[config.mk]
export PLATFORM = sky130hd
export DESIGN_NAME = ifid_fetch_queue_flat
export DESIGN_NICKNAME = d
export VERILOG_FILES = /design/src/rtl/ifid_fetch_queue_if.sv /design/src/rtl/ifid_fetch_queue.sv /design/src/flat_wrapper.sv
export SDC_FILE = /design/constraint.sdc
export NUM_CORES = 1
export LEC_CHECK = 0
export CAP_MARGIN = 20
export CORE_MARGIN = 4
export CORE_UTILIZATION = 50
export DETAILED_ROUTE_END_ITERATION = 12
export GPL_TIMING_DRIVEN = 0
export PLACE_DENSITY_LB_ADDON = 0.12
export SLEW_MARGIN = 20
export SYNTH_ARGS = -nofsm -noshare
export SYNTH_HDL_FRONTEND = slang
export SYNTH_SLANG_ARGS = --single-unit
[constraint.sdc]
create_clock -name clk -period 4.1 [get_ports clk]
set_clock_uncertainty 0.1 [all_clocks]
set_input_delay 0.41 -clock clk [delete_from_list [all_inputs] [get_ports clk]]
set_output_delay 0.41 -clock clk [all_outputs]
set_load 0.005 [all_outputs]
[src/rtl/ifid_fetch_queue_if.sv]
// Fetch/decode handshake bundle for ifid_fetch_queue.
// The slave modport is the queue; the master modport is the fetch/decode environment.
interface ifid_fetch_queue_if #(
    parameter int PC_W    = 64,
    parameter int INSTR_W = 32
);
    logic               in_valid;
    logic               in_ready;
    logic [PC_W-1:0]    in_pc;
    logic [INSTR_W-1:0] in_instr;
    logic               out_valid;
    logic               out_ready;
    logic [PC_W-1:0]    out_pc;
    logic [INSTR_W-1:0] out_instr;

    modport master (
        output in_valid, in_pc, in_instr, out_ready,
        input  in_ready, out_valid, out_pc, out_instr
    );

    modport slave (
        input  in_valid, in_pc, in_instr, out_ready,
        output in_ready, out_valid, out_pc, out_instr
    );
endinterface

[src/rtl/ifid_fetch_queue.sv]
// IF/ID fetch queue: DEPTH-entry FIFO of (PC, instruction) pairs with flush.
// Optional decode back-pressure counter enabled by macro IFID_STALL_CNT_EN.
module ifid_fetch_queue #(
    parameter int PC_W    = 64,
    parameter int INSTR_W = 32,
    parameter int DEPTH   = 4
) (
    input  logic                       clk,
    input  logic                       reset,
    input  logic                       flush,
    ifid_fetch_queue_if.slave          bus,
    output logic [$clog2(DEPTH+1)-1:0] count,
    output logic [31:0]                stall_cnt
);
    localparam int PTR_W = $clog2(DEPTH);
    localparam int CNT_W = $clog2(DEPTH+1);

    typedef struct packed {
        logic [PC_W-1:0]    pc;
        logic [INSTR_W-1:0] instr;
    } entry_t;

    entry_t             mem_r [DEPTH];
    logic [PTR_W-1:0]   wr_ptr_r;
    logic [PTR_W-1:0]   rd_ptr_r;
    logic [CNT_W-1:0]   count_r;

    logic               in_ready_s;
    logic               out_valid_s;
    logic               enq_s;
    logic               deq_s;
    entry_t             head_s;

    // Handshake qualifiers; flush vetoes both transfers.
    always_comb begin
        in_ready_s  = (count_r != CNT_W'(DEPTH));
        out_valid_s = (count_r != {CNT_W{1'b0}});
        enq_s       = bus.in_valid && in_ready_s && !flush;
        deq_s       = out_valid_s && bus.out_ready && !flush;
    end

    // Head read-out, masked to zero while the queue is empty.
    always_comb begin
        head_s        = mem_r[rd_ptr_r];
        bus.in_ready  = in_ready_s;
        bus.out_valid = out_valid_s;
        if (out_valid_s) begin
            bus.out_pc    = head_s.pc;
            bus.out_instr = head_s.instr;
        end else begin
            bus.out_pc    = {PC_W{1'b0}};
            bus.out_instr = {INSTR_W{1'b0}};
        end
    end

    // Pointer and occupancy state; reset and flush both empty the queue.
    always_ff @(posedge clk) begin
        if (reset || flush) begin
            wr_ptr_r <= {PTR_W{1'b0}};
            rd_ptr_r <= {PTR_W{1'b0}};
            count_r  <= {CNT_W{1'b0}};
        end else begin
            if (enq_s) begin
                wr_ptr_r <= wr_ptr_r + PTR_W'(1);
            end
            if (deq_s) begin
                rd_ptr_r <= rd_ptr_r + PTR_W'(1);
            end
            if (enq_s && !deq_s) begin
                count_r <= count_r + CNT_W'(1);
            end else if (deq_s && !enq_s) begin
                count_r <= count_r - CNT_W'(1);
            end
        end
    end

    // Entry storage; stale contents are harmless because count gates the head.
    always_ff @(posedge clk) begin
        if (enq_s) begin
            mem_r[wr_ptr_r] <= '{pc: bus.in_pc, instr: bus.in_instr};
        end
    end

    assign count = count_r;

`ifdef IFID_STALL_CNT_EN
    logic [31:0] stall_cnt_r;

    // Saturating count of cycles where decode refuses a valid head.
    always_ff @(posedge clk) begin
        if (reset) begin
            stall_cnt_r <= 32'h0000_0000;
        end else if (out_valid_s && !bus.out_ready && !flush &&
                     (stall_cnt_r != 32'hFFFF_FFFF)) begin
            stall_cnt_r <= stall_cnt_r + 32'h0000_0001;
        end
    end

    assign stall_cnt = stall_cnt_r;
`else
    assign stall_cnt = 32'h0000_0000;
`endif

endmodule
[src/flat_wrapper.sv]
// flat-port wrapper written by rule: the top's interface ports become plain ports
module ifid_fetch_queue_flat 
#(
    parameter int PC_W    = 64,
    parameter int INSTR_W = 32,
    parameter int DEPTH   = 4
)
  (clk, reset, flush, count, stall_cnt, bus_in_valid, bus_in_pc, bus_in_instr, bus_out_ready, bus_in_ready, bus_out_valid, bus_out_pc, bus_out_instr);
  ifid_fetch_queue_if #(.PC_W(PC_W), .INSTR_W(INSTR_W)) bus_i ();
  input  logic clk;
  input  logic reset;
  input  logic flush;
  output logic [$clog2(DEPTH+1)-1:0] count;
  output logic [31:0] stall_cnt;
  input wire logic [$bits(bus_i.in_valid)-1:0] bus_in_valid;
  input wire logic [$bits(bus_i.in_pc)-1:0] bus_in_pc;
  input wire logic [$bits(bus_i.in_instr)-1:0] bus_in_instr;
  input wire logic [$bits(bus_i.out_ready)-1:0] bus_out_ready;
  output wire logic [$bits(bus_i.in_ready)-1:0] bus_in_ready;
  output wire logic [$bits(bus_i.out_valid)-1:0] bus_out_valid;
  output wire logic [$bits(bus_i.out_pc)-1:0] bus_out_pc;
  output wire logic [$bits(bus_i.out_instr)-1:0] bus_out_instr;
  assign bus_i.in_valid = bus_in_valid;
  assign bus_i.in_pc = bus_in_pc;
  assign bus_i.in_instr = bus_in_instr;
  assign bus_i.out_ready = bus_out_ready;
  assign bus_in_ready = bus_i.in_ready;
  assign bus_out_valid = bus_i.out_valid;
  assign bus_out_pc = bus_i.out_pc;
  assign bus_out_instr = bus_i.out_instr;
  ifid_fetch_queue #(.PC_W(PC_W), .INSTR_W(INSTR_W), .DEPTH(DEPTH)) u_core (.clk(clk), .reset(reset), .flush(flush), .bus(bus_i), .count(count), .stall_cnt(stall_cnt));
endmodule
==> results.sh <==
export IMPL_required_ns=3.59
export IMPL_yosysSeqAreaShare_pct=77.0
export IMPL_routed_wl_um=28800
export IMPL_min_path_type="primary input to flop"
export IMPL_cts_buffers=41
export IMPL_tritoncts="done"
export IMPL_top_level_ports=234
export IMPL_cts_resized_gates=0
export IMPL_nets=1083
export IMPL_synth_edff_count=384
export IMPL_power_frac_comb_pct=7.2
export IMPL_cts_buffer_depth=3
export IMPL_cts_sinks=393
export IMPL_drt_iter0_markers=244
export IMPL_rrSetupSlack_ns=1.63
export IMPL_dp_slack_ns=0.906
export IMPL_firstDrtPassIters=4
export IMPL_crit_fanout=10
export IMPL_dp_hpwl_um=18600
export IMPL_yosysUniqueCellTypes=29
export IMPL_yosysMostFrequentCell="edfxtp_1"
export IMPL_fill_cells=2085
export IMPL_timing_final_max_slew_violations=0
export IMPL_swShare_pct=19.6
export IMPL_grt_max_degree=44
export IMPL_maxCapViolations=0
export IMPL_crit_end="bus_out_pc[61]"
export IMPL_power_density_mw_per_mm2=441
export IMPL_power_frac_seq_pct=52.8
export IMPL_start_kind="flop"
export IMPL_rsz0062_at_grt="false"
export IMPL_clkLatencyLatePin_ns=0.52
export IMPL_gp_congestion=0.697
export IMPL_netlist_top_cells_count="edfxtp_1, and2_1, mux4_2"
export IMPL_htree_num_levels=2
export IMPL_crit_type="flop to output port"
export IMPL_grt_pass1_vias=7822
export IMPL_rows=63
export IMPL_regArea_mm2=0.0117
export IMPL_drive_gt1_share_pct=21.0
export IMPL_drc=0
export IMPL_relSlewSlack_pct=54.6
export IMPL_synth_top_flop_cell="edfxtp_1"
export IMPL_viasPerCell=5.24
export IMPL_cts_root_buf="clkbuf_16"
export IMPL_fin_crit_sh_pct=88.7
export IMPL_postSynthCellCount=693
export IMPL_end_kind="output port"
export IMPL_synth_largest_area_cell="edfxtp_1"
export IMPL_clkPwrFrac_pct=40.0
export IMPL_final_hold_viol_count=0
export IMPL_postCtsHoldBufs=0
export IMPL_initial_utilization_pct=51.0
export IMPL_post_cts_buffers=0
export IMPL_outcome="finished, final reports clean"
export IMPL_max_freq_ghz=0.275
export IMPL_synth_top_area_share_pct=75.8
export IMPL_synth_async_sr_flop_share_pct=0
export IMPL_grt_remaining_overflow=0
export IMPL_routedWlPerCell_um=20.5
export IMPL_coreArea_mm2=0.0298
export IMPL_yosysWarnings=0
export IMPL_irDropWorstVdd_uv=351
export IMPL_antenna_found_initial=5
export IMPL_internal_power_mw=6.84
export IMPL_die_h_um=182
export IMPL_track_usage_pct=17.3
export IMPL_syn_to_final_growth_pct=26.7
export IMPL_period_minus_slack_ns=3.64
export IMPL_synth_area_leaders="edfxtp_1, mux4_2, and2_1, buf_4, dfxtp_1"
export IMPL_synth_area_mm2=0.0152
export IMPL_worstMarginPinSlew_ns=0.681
export IMPL_syn_avg_cell_area_um2=21.9
export IMPL_vias=7336
export IMPL_crit_start="u_core.count[0]"
export IMPL_drtAntennaViolNets=0
export IMPL_die_w_um=182
export IMPL_multi_input_area_mm2=0.00318
export IMPL_r2r_end="u_core.mem_r[0][14]"
export IMPL_clk_pin_slew_worst_paths_ns=0.06
export IMPL_final_util_pct=64.7
export IMPL_timing_rr_start="u_core.count[0]"
export IMPL_io_buffers=201
export IMPL_worst_slack_ns=0.463
export IMPL_crit_arrival_ns=3.13
export IMPL_p_leak_nw=6.27
export IMPL_ys_seq_elements=393
export IMPL_setup_viol=0
export IMPL_r2r_cells=5
export IMPL_grt_pass1_wl_um=44400
export IMPL_p_switching_mw=1.66
export IMPL_dieArea_mm2=0.0333
-- registers in the layout, summed over array words and instances, names as in the netlist, named ones only --
signal and count:
u_core.count 3, u_core.rd_ptr_r 2, u_core.wr_ptr_r 2, u_core.mem_r 384
-- worst min path at each step --
stage | startpoint | to | slack [ns] | cells past startpoint
floorplan | u_core.rd_ptr_r[1] | flop | 0.38 | 2
global placement | u_core.rd_ptr_r[1] | u_core.rd_ptr_r[1] | 0.40 | 2
detailed placement | u_core.rd_ptr_r[1] | flop | 0.43 | 2
CTS | bus_in_pc[16] | u_core.mem_r[0][48] | 0.39 | 1
global route | bus_in_pc[16] | u_core.mem_r[2][48] | 0.41 | 1
finish | bus_in_pc[29] | u_core.mem_r[0][61] | 0.42 | 1
-- power by group through the flow --
stage / Sequential [mW] / Clock [mW] / Combinational, mW
4_1_cts: 4.49 / 3.48 / 0.624
6_report: 4.49 / 3.40 / 0.610
3_3_place_gp: 4.59 / 0 / 0.606
5_1_grt: 4.49 / 3.65 / 0.665
3_5_place_dp: 4.58 / 0 / 0.620
2_1_floorplan: 4.58 / 0 / 0.250
-- layer usage --
metal  vias to the layer above  global-route usage (%)  wire length, um
li1                       3312                       -                -
met1                      3744                    23.0            11800
met2                       221                    28.6            14300
met3                        51                    4.64             2010
met4                         8                    4.98              648
met5                         -                       0               49
-- cells by family after synthesis --
| kind of cell | after synthesis | share of synthesized area [%] |
|---|---|---|
| AO/OA/AOI/OAI | 7 | 0.304 |
| XOR/XNOR | 4 | 0.230 |
| adder cells (fa/ha/maj) | 6 | 0.543 |
| buffers and inverters | 70 | 2.98 |
| flip-flops | 393 | 77.0 |
| multiplexers | 97 | 14.3 |
| other | 1 | 0.0247 |
| AND/OR/NAND/NOR | 115 | 4.64 |
-- cell type report --
type	instances	share of cell area, %
flip-flops and latches	393	60.8
multi-input cells	261	16.5
repair buffers	209	11.3
clock buffers	58	5.93
well taps	390	2.53
plain buffers	67	2.29
clock inverters	18	0.558
inverters	3	0.0584
diodes	1	0.0130
-- placed cells by master (no fill, tap or decap), types with 5 or more instances in the layout --
cell type,n
edfxtp_1,384
clkdlybuf4s50_1,201
and2_1,97
mux4_2,96
clkbuf_16,43
buf_4,32
conb_1,32
clkbuf_1,30
buf_2,12
clkinv_1,11
dfxtp_1,9
buf_12,7
nor2_1,6
buf_6,5
ha_1,5
-- through the flow --
step | hold WS, ns | std cells | setup TNS, ns | total power [mW] | instance area, um^2
finish | 0.418 | 1400 | 0 | 8.50 | 19300
global route | 0.412 | 1400 | 0 | 8.81 | 19300
CTS | 0.394 | 1399 | 0 | 8.60 | 19300
detailed placement | 0.430 | 1323 | 0 | 5.20 | 18000
global placement | 0.402 | 1315 | -724.16 | 5.19 | 17800
floorplan | 0.385 | 724 | 0 | 4.83 | 15300
-- worst max-delay path, stage by stage, from the launching register on --
cell	delay [ns]
dfxtp_1	0.48
or3_1	0.15
clkbuf_1	0.42
clkbuf_2	0.35
clkbuf_1	0.43
and2_1	0.22
clkdlybuf4s50_1	0.55
Note: power is estimated with default switching activity, not from simulation.
